[src/rtl/rocc_cmd_issuer_if.sv]
// -----------------------------------------------------------------------------
// rocc_cmd_issuer_if
//   Groups the handshake and data signals around the RoCC command issuer.
//   The issuer attaches through the slave modport. The core, the accelerator
//   and the register file (or a testbench standing in for them) use master.
//
//   Core request    : req_valid/req_ready, req_inst, req_rs1, req_rs2
//   Accel command   : rocc_cmd_valid/rocc_cmd_ready, rocc_cmd_inst/rs1/rs2
//   Accel response  : rocc_resp_valid/rocc_resp_ready, rocc_resp_rd/data,
//                     rocc_busy
//   Writeback       : wb_valid/wb_ready, wb_rd, wb_data
//   Fence / status  : fence_req, fence_done, inflight, err_unexpected
// -----------------------------------------------------------------------------
interface rocc_cmd_issuer_if #(
   parameter int XLEN = 64
);
   logic            req_valid;
   logic            req_ready;
   logic [31:0]     req_inst;
   logic [XLEN-1:0] req_rs1;
   logic [XLEN-1:0] req_rs2;

   logic            rocc_cmd_valid;
   logic            rocc_cmd_ready;
   logic [31:0]     rocc_cmd_inst;
   logic [XLEN-1:0] rocc_cmd_rs1;
   logic [XLEN-1:0] rocc_cmd_rs2;

   logic            rocc_resp_valid;
   logic            rocc_resp_ready;
   logic [4:0]      rocc_resp_rd;
   logic [XLEN-1:0] rocc_resp_data;
   logic            rocc_busy;

   logic            wb_valid;
   logic            wb_ready;
   logic [4:0]      wb_rd;
   logic [XLEN-1:0] wb_data;

   logic            fence_req;
   logic            fence_done;
   logic [5:0]      inflight;
   logic            err_unexpected;

   modport slave (
      input  req_valid, req_inst, req_rs1, req_rs2,
      output req_ready,
      output rocc_cmd_valid, rocc_cmd_inst, rocc_cmd_rs1, rocc_cmd_rs2,
      input  rocc_cmd_ready,
      input  rocc_resp_valid, rocc_resp_rd, rocc_resp_data, rocc_busy,
      output rocc_resp_ready,
      output wb_valid, wb_rd, wb_data,
      input  wb_ready,
      input  fence_req,
      output fence_done, inflight, err_unexpected
   );

   modport master (
      output req_valid, req_inst, req_rs1, req_rs2,
      input  req_ready,
      input  rocc_cmd_valid, rocc_cmd_inst, rocc_cmd_rs1, rocc_cmd_rs2,
      output rocc_cmd_ready,
      output rocc_resp_valid, rocc_resp_rd, rocc_resp_data, rocc_busy,
      input  rocc_resp_ready,
      input  wb_valid, wb_rd, wb_data,
      output wb_ready,
      output fence_req,
      input  fence_done, inflight, err_unexpected
   );
endinterface

[src/rtl/rocc_cmd_issuer.sv]
// -----------------------------------------------------------------------------
// rocc_cmd_issuer
//   Accepts custom instructions from the core, registers them and issues them
//   to a RoCC accelerator. A per-register scoreboard blocks later instructions
//   that touch a destination still awaiting its response. Responses go through
//   a 2-entry FIFO to the register-file writeback port. A fence drains all
//   outstanding work and then pulses fence_done.
//
//   clock : sole clock, rising edge
//   reset : asynchronous, active high
//   bus   : rocc_cmd_issuer_if.slave (see the interface file for the signals)
//
//   Parameters: XLEN (operand width), MAX_INFLIGHT (cap on xd=1 commands
//   awaiting their response, 1..63).
// -----------------------------------------------------------------------------
module rocc_cmd_issuer #(
   parameter int XLEN         = 64,
   parameter int MAX_INFLIGHT = 32
) (
   input  logic             clock,
   input  logic             reset,
   rocc_cmd_issuer_if.slave bus
);

   typedef enum logic [1:0] {IDLE, HOLD, FENCE} state_t;

   typedef struct packed {
      logic [6:0] funct;
      logic [4:0] rs2;
      logic [4:0] rs1;
      logic       xd;
      logic       xs1;
      logic       xs2;
      logic [4:0] rd;
      logic [6:0] opcode;
   } inst_t;

   localparam logic [5:0] MAX_CNT = 6'(MAX_INFLIGHT);

   state_t          state_q, state_d;
   inst_t           cmd_inst_q;
   logic [XLEN-1:0] cmd_rs1_q, cmd_rs2_q;
   logic [31:0]     sb_q, sb_d;
   logic [5:0]      inflight_q;
   logic            err_q;

   logic [4:0]      fifo_rd   [2];
   logic [XLEN-1:0] fifo_data [2];
   logic            wr_ptr_q, rd_ptr_q;
   logic [1:0]      count_q;

   logic            req_ready, cmd_valid, fence_done;
   logic            hazard, accept, retire, ret_set;
   logic            fifo_full, fifo_empty, push, pop;
   logic            resp_pend, resp_clr, resp_err, drained;

   // Scoreboard bit 0 is never set, so register x0 can never raise a hazard.
   assign hazard = (bus.req_inst[14] & sb_q[bus.req_inst[11:7]])   // xd,  rd
                 | (bus.req_inst[13] & sb_q[bus.req_inst[19:15]])  // xs1, rs1
                 | (bus.req_inst[12] & sb_q[bus.req_inst[24:20]]); // xs2, rs2

   assign accept  = bus.req_valid & req_ready;
   assign retire  = (state_q == HOLD) & bus.rocc_cmd_ready;
   assign ret_set = retire & cmd_inst_q.xd & (cmd_inst_q.rd != 5'd0);

   assign fifo_full  = (count_q == 2'd2);
   assign fifo_empty = (count_q == 2'd0);
   assign push       = bus.rocc_resp_valid & ~fifo_full;
   assign pop        = ~fifo_empty & bus.wb_ready;

   // A response only clears a pending destination. Any other nonzero rd is
   // flagged. rd=0 is written back silently.
   assign resp_pend = sb_q[bus.rocc_resp_rd];
   assign resp_clr  = push & resp_pend;
   assign resp_err  = push & ~resp_pend & (bus.rocc_resp_rd != 5'd0);

   assign drained = (inflight_q == 6'd0) & fifo_empty & ~bus.rocc_busy;

   // ---------------------------------------------------------------- FSM ---
   always_ff @(posedge clock or posedge reset) begin
      if (reset) state_q <= IDLE;
      else       state_q <= state_d;
   end

   always_comb begin
      // NOTE: default first so every path assigns state_d and no latch is inferred.
      state_d = state_q;
      unique case (state_q)
         IDLE:    if (bus.fence_req)          state_d = FENCE;
                  else if (accept)            state_d = HOLD;
         HOLD:    if (bus.rocc_cmd_ready)     state_d = bus.fence_req ? FENCE : IDLE;
         FENCE:   if (drained)                state_d = IDLE;
         default:                             state_d = IDLE;
      endcase
   end

   always_comb begin
      req_ready  = 1'b0;
      cmd_valid  = 1'b0;
      fence_done = 1'b0;
      unique case (state_q)
         IDLE:    req_ready  = ~hazard & (inflight_q < MAX_CNT) & ~bus.fence_req;
         HOLD:    cmd_valid  = 1'b1;
         FENCE:   fence_done = drained;
         default: ;
      endcase
   end

   // ------------------------------------------------ scoreboard / counters ---
   // The set is applied after the clear, so a retire wins when a retire and a
   // response name the same rd in one cycle.
   always_comb begin
      sb_d = sb_q;
      if (resp_clr) sb_d[bus.rocc_resp_rd] = 1'b0;
      if (ret_set)  sb_d[cmd_inst_q.rd]    = 1'b1;
   end

   always_ff @(posedge clock or posedge reset) begin
      if (reset) begin
         sb_q       <= '0;
         inflight_q <= '0;
         err_q      <= 1'b0;
         wr_ptr_q   <= 1'b0;
         rd_ptr_q   <= 1'b0;
         count_q    <= '0;
      end else begin
         // NOTE: non-blocking so every register samples pre-edge values.
         sb_q       <= sb_d;
         // The cap is enforced at accept, so the count cannot overflow. A clear
         // needs a set bit, so it cannot go below zero.
         inflight_q <= inflight_q + {5'd0, ret_set} - {5'd0, resp_clr};
         if (resp_err) err_q <= 1'b1;
         if (push)     wr_ptr_q <= ~wr_ptr_q;
         if (pop)      rd_ptr_q <= ~rd_ptr_q;
         count_q    <= count_q + {1'b0, push} - {1'b0, pop};
      end
   end

   // ---------------------------------------------------------- datapath ---
   // NOTE: payload storage is not reset. The valid/count state above already
   // masks any stale contents.
   always_ff @(posedge clock) begin
      if (accept) begin
         cmd_inst_q <= inst_t'(bus.req_inst);
         cmd_rs1_q  <= bus.req_rs1;
         cmd_rs2_q  <= bus.req_rs2;
      end
      if (push) begin
         fifo_rd[wr_ptr_q]   <= bus.rocc_resp_rd;
         fifo_data[wr_ptr_q] <= bus.rocc_resp_data;
      end
   end

   // ----------------------------------------------------------- outputs ---
   assign bus.req_ready       = req_ready;
   assign bus.rocc_cmd_valid  = cmd_valid;
   assign bus.rocc_cmd_inst   = cmd_inst_q;
   assign bus.rocc_cmd_rs1    = cmd_rs1_q;
   assign bus.rocc_cmd_rs2    = cmd_rs2_q;
   assign bus.rocc_resp_ready = ~fifo_full;
   assign bus.wb_valid        = ~fifo_empty;
   assign bus.wb_rd           = fifo_rd[rd_ptr_q];
   assign bus.wb_data         = fifo_data[rd_ptr_q];
   assign bus.fence_done      = fence_done;
   assign bus.inflight        = inflight_q;
   assign bus.err_unexpected  = err_q;

endmodule
[src/flat_wrapper.sv]
// flat-port wrapper written by rule: the top's interface ports become plain ports
module rocc_cmd_issuer_flat 
#(
   parameter int XLEN         = 64,
   parameter int MAX_INFLIGHT = 32
)
  (clock, reset, bus_req_valid, bus_req_inst, bus_req_rs1, bus_req_rs2, bus_req_ready, bus_rocc_cmd_valid, bus_rocc_cmd_inst, bus_rocc_cmd_rs1, bus_rocc_cmd_rs2, bus_rocc_cmd_ready, bus_rocc_resp_valid, bus_rocc_resp_rd, bus_rocc_resp_data, bus_rocc_busy, bus_rocc_resp_ready, bus_wb_valid, bus_wb_rd, bus_wb_data, bus_wb_ready, bus_fence_req, bus_fence_done, bus_inflight, bus_err_unexpected);
  rocc_cmd_issuer_if #(.XLEN(XLEN)) bus_i ();
  input  logic clock;
  input  logic reset;
  input wire logic [$bits(bus_i.req_valid)-1:0] bus_req_valid;
  input wire logic [$bits(bus_i.req_inst)-1:0] bus_req_inst;
  input wire logic [$bits(bus_i.req_rs1)-1:0] bus_req_rs1;
  input wire logic [$bits(bus_i.req_rs2)-1:0] bus_req_rs2;
  output wire logic [$bits(bus_i.req_ready)-1:0] bus_req_ready;
  output wire logic [$bits(bus_i.rocc_cmd_valid)-1:0] bus_rocc_cmd_valid;
  output wire logic [$bits(bus_i.rocc_cmd_inst)-1:0] bus_rocc_cmd_inst;
  output wire logic [$bits(bus_i.rocc_cmd_rs1)-1:0] bus_rocc_cmd_rs1;
  output wire logic [$bits(bus_i.rocc_cmd_rs2)-1:0] bus_rocc_cmd_rs2;
  input wire logic [$bits(bus_i.rocc_cmd_ready)-1:0] bus_rocc_cmd_ready;
  input wire logic [$bits(bus_i.rocc_resp_valid)-1:0] bus_rocc_resp_valid;
  input wire logic [$bits(bus_i.rocc_resp_rd)-1:0] bus_rocc_resp_rd;
  input wire logic [$bits(bus_i.rocc_resp_data)-1:0] bus_rocc_resp_data;
  input wire logic [$bits(bus_i.rocc_busy)-1:0] bus_rocc_busy;
  output wire logic [$bits(bus_i.rocc_resp_ready)-1:0] bus_rocc_resp_ready;
  output wire logic [$bits(bus_i.wb_valid)-1:0] bus_wb_valid;
  output wire logic [$bits(bus_i.wb_rd)-1:0] bus_wb_rd;
  output wire logic [$bits(bus_i.wb_data)-1:0] bus_wb_data;
  input wire logic [$bits(bus_i.wb_ready)-1:0] bus_wb_ready;
  input wire logic [$bits(bus_i.fence_req)-1:0] bus_fence_req;
  output wire logic [$bits(bus_i.fence_done)-1:0] bus_fence_done;
  output wire logic [$bits(bus_i.inflight)-1:0] bus_inflight;
  output wire logic [$bits(bus_i.err_unexpected)-1:0] bus_err_unexpected;
  assign bus_i.req_valid = bus_req_valid;
  assign bus_i.req_inst = bus_req_inst;
  assign bus_i.req_rs1 = bus_req_rs1;
  assign bus_i.req_rs2 = bus_req_rs2;
  assign bus_req_ready = bus_i.req_ready;
  assign bus_rocc_cmd_valid = bus_i.rocc_cmd_valid;
  assign bus_rocc_cmd_inst = bus_i.rocc_cmd_inst;
  assign bus_rocc_cmd_rs1 = bus_i.rocc_cmd_rs1;
  assign bus_rocc_cmd_rs2 = bus_i.rocc_cmd_rs2;
  assign bus_i.rocc_cmd_ready = bus_rocc_cmd_ready;
  assign bus_i.rocc_resp_valid = bus_rocc_resp_valid;
  assign bus_i.rocc_resp_rd = bus_rocc_resp_rd;
  assign bus_i.rocc_resp_data = bus_rocc_resp_data;
  assign bus_i.rocc_busy = bus_rocc_busy;
  assign bus_rocc_resp_ready = bus_i.rocc_resp_ready;
  assign bus_wb_valid = bus_i.wb_valid;
  assign bus_wb_rd = bus_i.wb_rd;
  assign bus_wb_data = bus_i.wb_data;
  assign bus_i.wb_ready = bus_wb_ready;
  assign bus_i.fence_req = bus_fence_req;
  assign bus_fence_done = bus_i.fence_done;
  assign bus_inflight = bus_i.inflight;
  assign bus_err_unexpected = bus_i.err_unexpected;
  rocc_cmd_issuer #(.XLEN(XLEN), .MAX_INFLIGHT(MAX_INFLIGHT)) u_core (.clock(clock), .reset(reset), .bus(bus_i));
endmodule
[config.mk]
export PLATFORM = sky130hd
export DESIGN_NAME = rocc_cmd_issuer_flat
export DESIGN_NICKNAME = d
export VERILOG_FILES = /design/src/rtl/rocc_cmd_issuer_if.sv /design/src/rtl/rocc_cmd_issuer.sv /design/src/flat_wrapper.sv
export SDC_FILE = /design/constraint.sdc
export NUM_CORES = 1
export LEC_CHECK = 0
export CAP_MARGIN = 5
export CORE_AREA = 2 2 188 190
export CTS_BUF_LIST = sky130_fd_sc_hd__clkbuf_2 sky130_fd_sc_hd__clkbuf_4 sky130_fd_sc_hd__clkbuf_8
export DETAILED_ROUTE_END_ITERATION = 10
export DIE_AREA = 0 0 190 192
export PLACE_DENSITY_LB_ADDON = 0.3
export SLEW_MARGIN = 20
export SYNTH_ARGS = -nofsm -noshare
export SYNTH_HDL_FRONTEND = slang
export SYNTH_SLANG_ARGS = --single-unit
[constraint.sdc]
create_clock -name clock -period 9.97 [get_ports clock]
set_input_delay 2.991 -clock clock [delete_from_list [all_inputs] [get_ports clock]]
set_output_delay 2.991 -clock clock [all_outputs]
set_load 0.01 [all_outputs]
Word level (Yosys, flattened, before mapping)
Memories as Yosys holds them, arrays and structs flattened.
Cells that the tools add are included.
{"block": "word_totals", "ff_bits": 205, "latch_bits": 0, "mem_bits_rw": 138, "mem_bits_ro": 0, "input_bits": 237, "memories": 2}
{"memory": "u_core.fifo_data", "depth": 2, "word_bits": 64, "read_ports": 1, "rd_clocked_by_memory_dff": 0, "wr": 1, "line_no": "rocc_cmd_issuer.sv:48", "text": "logic [XLEN-1:0] fifo_data [2];"}
{"memory": "u_core.fifo_rd", "depth": 2, "word_bits": 5, "read_ports": 1, "rd_clocked_by_memory_dff": 0, "wr": 1, "line_no": "rocc_cmd_issuer.sv:47", "text": "logic [4:0] fifo_rd [2];"}
{"block": "op_classes", "n_addsub": 4, "multipliers": 0, "div_mod_pow": 0, "magnitude_cmp": 8, "n_eq_ne": 6, "n_shift": 0, "mux": 25, "bitwise": 29, "n_reduce_logical": 8}
{"op": "$mux W32", "n": 2}
{"op": "$and A32 B32 Y32", "n": 1}
{"op": "$not A32 Y32", "n": 1}
{"op": "$or A32 B32 Y32", "n": 1}
{"op": "$lt A5 B6 Y1 const B", "n": 5}
{"op": "$bmux W1 S5", "n": 4}
{"op": "$and A1 B1 Y1", "n": 16}
{"op": "$mux W1", "n": 11}
{"op": "$demux W1 S5", "n": 2}
{"op": "$ge A5 B1 Y1 const B", "n": 2}
{"op": "$mux W2", "n": 5}
{"op": "$reduce_bool A5 Y1", "n": 2}
{"op": "$not A1 Y1", "n": 8}
{"op": "$add A6 B1 Y6", "n": 1}
{"op": "$logic_not A6 Y1", "n": 1}
{"op": "$lt A6 B6 Y1 const B", "n": 1}
{"op": "$pmux W2 S3", "n": 1}
{"op": "$sub A6 B1 Y6", "n": 1}
{"op": "$eq A2 B2 Y1 const B", "n": 2}
{"op": "$logic_not A2 Y1", "n": 2}
{"op": "$ne A3 B2 Y1 const B", "n": 1}
{"op": "$reduce_and A3 Y1", "n": 1}
{"op": "$add A2 B1 Y2", "n": 1}
{"op": "$eq A2 B1 Y1 const B", "n": 1}
{"op": "5 further kinds", "n": 7}

Longest topological paths before layout
{"block": "depth", "ltp_word": 13, "mapped_depth": 15, "mapped_depth_nobuf": 12}

Worst setup path before layout
OpenSTA, ideal clock, no wires.
{"block": "synth_path", "path_kind": "input-to-reg", "start": "input bus_req_inst[15]", "end": "register u_core.cmd_inst_q (netlist bit u_core.bus.rocc_cmd_inst[0]) (enable)", "arrival_time_ns": 11.031, "t_required_ns": 9.288, "slack_ns": -1.743, "stages": 6, "path_cell_list": "buf_2 > mux4_2 > mux2_2 > a221oi_2 > o41ai_1 > nor2_1"}
{"block": "synth_via", "elab_chain_cells": 10}
{"item": "from (decl)", "line_no": "flat_wrapper.sv:12", "text": "input wire logic [$bits(bus_i.req_inst)-1:0] bus_req_inst;"}
{"item": "$bmux W1 S5", "line_no": "rocc_cmd_issuer.sv:59", "text": "| (bus.req_inst[13] & sb_q[bus.req_inst[19:15]])"}
{"item": "$mux W1 (not written as such)", "line_no": "rocc_cmd_issuer.sv:59"}
{"item": "$and A1 B1 Y1", "line_no": "rocc_cmd_issuer.sv:59"}
{"item": "$or A1 B1 Y1", "line_no": "rocc_cmd_issuer.sv:59"}
{"item": "$or A1 B1 Y1", "line_no": "rocc_cmd_issuer.sv:60", "text": "| (bus.req_inst[12] & sb_q[bus.req_inst[24:20]]);"}
{"item": "$not A1 Y1", "line_no": "rocc_cmd_issuer.sv:102", "text": "IDLE: req_ready = ~hazard & (inflight_q < MAX_CNT) & ~bus.fence_req;"}
{"item": "$and A1 B1 Y1 (2 in series)", "line_no": "rocc_cmd_issuer.sv:102"}
{"item": "$mux W1", "line_no": "rocc_cmd_issuer.sv:101", "text": "unique case (state_q)"}
{"item": "$and A1 B1 Y1", "line_no": "rocc_cmd_issuer.sv:62", "text": "assign accept = bus.req_valid & req_ready;"}
{"item": "named net u_core.accept", "line_no": "rocc_cmd_issuer.sv:53", "text": "logic hazard, accept, retire, ret_set;"}
{"item": "to (signal assigned)", "line_no": "rocc_cmd_issuer.sv:144", "text": "cmd_inst_q <= inst_t'(bus.req_inst);"}
{"item": "to (decl)", "line_no": "rocc_cmd_issuer.sv:41", "text": "inst_t cmd_inst_q;"}
The timed path passes the listed nets, and every way through them passes these cells. The select of a mux whose other input is x is not followed.
A chain may end at the register's enable or synchronous reset.

Final worst setup path
{"block": "layout_path", "start": "input bus_req_inst[20]", "end": "output bus_req_ready"}
{"block": "layout_via", "elab_chain_cells": 8}
{"item": "$bmux W1 S5", "line_no": "rocc_cmd_issuer.sv:60"}
{"item": "$mux W1 (not written as such)", "line_no": "rocc_cmd_issuer.sv:60"}
{"item": "$and A1 B1 Y1", "line_no": "rocc_cmd_issuer.sv:60"}
{"item": "$or A1 B1 Y1", "line_no": "rocc_cmd_issuer.sv:60"}
{"item": "$not A1 Y1", "line_no": "rocc_cmd_issuer.sv:102"}
{"item": "$and A1 B1 Y1 (2 in series)", "line_no": "rocc_cmd_issuer.sv:102"}
{"item": "$mux W1", "line_no": "rocc_cmd_issuer.sv:101"}
{"item": "to (decl)", "line_no": "flat_wrapper.sv:15", "text": "output wire logic [$bits(bus_i.req_ready)-1:0] bus_req_ready;"}
Every way passes these cells. The select of a mux whose other input is x is not followed.

==> run metrics <==
status=finished, final reports clean; Slew Limit Headroom=0.317; post-route ant nets=0; I/O Pins=478; Synth area leader=edfxtp_1; number of global-route vias before repair=8431; most used cell, CP=clkdlybuf4s50_1; NumNets Final=1454; Synth area leaders=edfxtp_1 68%, dfrtp_1 8.6%, mux2_2 6.6%, mux4_2 4.1%, o31ai_1 1.1%; htree depth=2; clk_skew=0.0219 ns; slowest stage cell on the critical path=clkdlybuf4s50_1; mapped cell area=0.0131 sq mm; Starting Density=0.383; top cell type's share of synthesized area=0.681; chip height=192 um; number of flops mapped to enable cells by yosys=298; area occupied by registers=0.0101 sq mm; Layout area overhead=49.2%; register-to-register setup slack=6.56 ns; final hold vios=0; clock latency on the worst-skew pair=0.64 ns; DR pass1 iterations=5; critical-path cell list=clkdlybuf4s50_1 > mux4_2 > mux2_2 > a221oi_1 > o32ai_1 > nor3b_1 > clkdlybuf4s50_1; fraction of layout cells with a size suffix above 1=0.170; final period utilization=0.918; average cell area after synthesis=19.0 sq um; Inserted Clock Buffers=57; min Tclk post-route=9.15 ns; Worst Hold Depth=1; multi-input logic area=0.00287 sq mm; Max Root-Sink Buffers=3; ys flop type=edfxtp_1; reg-to-reg endpoint=u_core.bus.inflight[4]; unrepaired setup endpoints after global routing=no; Resized cells post-CTS=0; Overflow after GRT=0; commonest cells in the netlist=298 x edfxtp_1, 77 x mux2_2, 45 x dfrtp_1, 24 x mux4_2, 23 x o21ai_0; total number of vias=8511; required time worst endpoint=6.98 ns; CP endpoint kind=output pin; clk sink count=343; clk slew on worst S/H paths=0.06 ns; Routability Congestion=0.893; FMAX=0.109 GHz; Final WS setup=0.816 ns; hold slack=0.484 ns; Synth Register Bits=343; reg2reg start=u_core.sb_q[24]; sequential area share after synthesis=0.766; LEAKAGE=0.00689 uW; PortBufs=477; postcts setup bufs=0; Yosys cell types=53; worst hold path type=reg2reg; worst stage delay on the critical path=0.84 ns; Tot Pwr=4030 uW; WL final=39000 um; drt via density=4.97; root buf cell=clkbuf_8; Net Count, Synth=940; fin. max-slew vios=0; post-synthesis cell count=692; initial antenna violation count=6; Critical path origin=bus_req_inst[20]; Die X=190 um; crit path launch type=input port; global-route wire length before repair=54700 um; Tightest Pin Transition=1.03 ns; Reg2Reg Depth=13; DIE AREA=0.0365 sq mm; Core Area=0.0343 sq mm; CP max FO=10; DRT iter0 DRCs=655; FFs w/ async S/R, synth=0.131; top-count cell post-synth=edfxtp_1; Fin Setup TNS=0 ns; number of hold buffers added after CTS=0; Fillers=2706; Final Util=0.572; Max Cap Viol=0; Worst Setup EP=bus_req_ready; pre-CTS setup slack=0.842 ns; YS warnings=0; PD cells=205 mW/mm^2; GRT Overall Usage=0.207; largest net degree at the start of global routing=155; CP Data Arrival Time=6.16 ns; Peak VDD IR=258 uV; row cnt=68; DR DRC count=0; wire length per cell after detailed routing=22.8 um; CTS tree=done; kind of critical path=in2out; detailed placement HPWL=27800 um; final setup fails=0
==> how the worst min path moves through the flow <==
stage	from	to	slack [ns]
2_1_floorplan	u_core.wr_ptr_q	u_core.wr_ptr_q	0.46
4_1_cts	u_core.rd_ptr_q	u_core.rd_ptr_q	0.49
6_report	u_core.rd_ptr_q	u_core.rd_ptr_q	0.48
5_1_grt	u_core.rd_ptr_q	u_core.rd_ptr_q	0.50
3_5_place_dp	u_core.bus.err_unexpected	u_core.bus.err_unexpected	0.47
3_3_place_gp	u_core.bus.err_unexpected	u_core.bus.err_unexpected	0.47
==> per-layer routing <==
| layer | track usage | up-vias | share of wire |
|---|---|---|---|
| met4 | 0.0960 | 0 | 0.031 |
| met2 | 0.367 | 412 | 0.53 |
| met1 | 0.229 | 4212 | 0.36 |
| li1 | - | 3811 | - |
| met5 | 0 | - | 0 |
| met3 | 0.0612 | 76 | 0.086 |
==> area by class of cell <==
| type | count | share of cell area |
|---|---|---|
| antenna | 6 | 0.000766 |
| clock buffer | 85 | 0.0517 |
| clock inverter | 20 | 0.00829 |
| inverter | 21 | 0.00402 |
| multi-input combinational | 301 | 0.146 |
| sequential | 343 | 0.514 |
| tap | 455 | 0.0290 |
| timing repair buffer | 482 | 0.246 |
==> layout by cell type, fill, tap and decap left out, types with 20 or more instances in the layout <==
cell type	synthesis	final
dfrtp_1	45	44
nand2_1	21	21
mux2_2	77	77
inv_1	21	21
clkbuf_4	0	25
clkbuf_8	0	60
o31ai_1	20	20
mux4_2	24	24
clkdlybuf4s50_1	0	477
o21ai_0	23	23
edfxtp_1	298	298
==> logic make-up after synthesis <==
logic type               share of synthesized area
XOR/XNOR                                   0.00533
AO/OA/AOI/OAI                               0.0468
AND/OR/NAND/NOR                             0.0322
flip-flops                                   0.766
buffers and inverters                       0.0167
multiplexers                                 0.121
adder cells (fa/ha/maj)                     0.0110
==> metrics by stage <==
step | cell area (sq um) | instances
after floorplan | 13100 | 692
after global placement | 18400 | 1602
after detailed placement | 18400 | 1602
after CTS | 19600 | 1707
after global routing | 19600 | 1712
final | 19600 | 1713
==> worst max-delay path, delay by kind of cell <==
kind            cells  cell delay [ns]
buf+inv             2             1.43
compound gates      2             0.64
simple gates        1             0.24
mux                 2             0.85
==> state kept, by name (all words and copies together) (netlist names) <==
| register | count |
|---|---|
| u_core.fifo_data | 128 |
| u_core.bus.rocc_cmd_inst | 32 |
| u_core.fifo_rd | 10 |
| u_core.state_q | 2 |
| u_core.count_q | 2 |
| u_core.bus.rocc_cmd_rs2 | 64 |
| u_core.bus.err_unexpected | 1 |
| u_core.bus.rocc_cmd_rs1 | 64 |
| u_core.rd_ptr_q | 1 |
| u_core.sb_q | 32 |
| u_core.bus.inflight | 6 |
| u_core.wr_ptr_q | 1 |
==> where the power goes <==
part | leakage (uW) | internal [uW] | switching (uW) | total, uW
sequential | 0.00330 | 1740 | 45.0 | 1790
clock | 0.000634 | 705 | 565 | 1270
combinational | 0.00296 | 519 | 450 | 970
total | 0.00689 | 2970 | 1060 | 4030
Note: power is estimated with default switching activity, not from simulation.
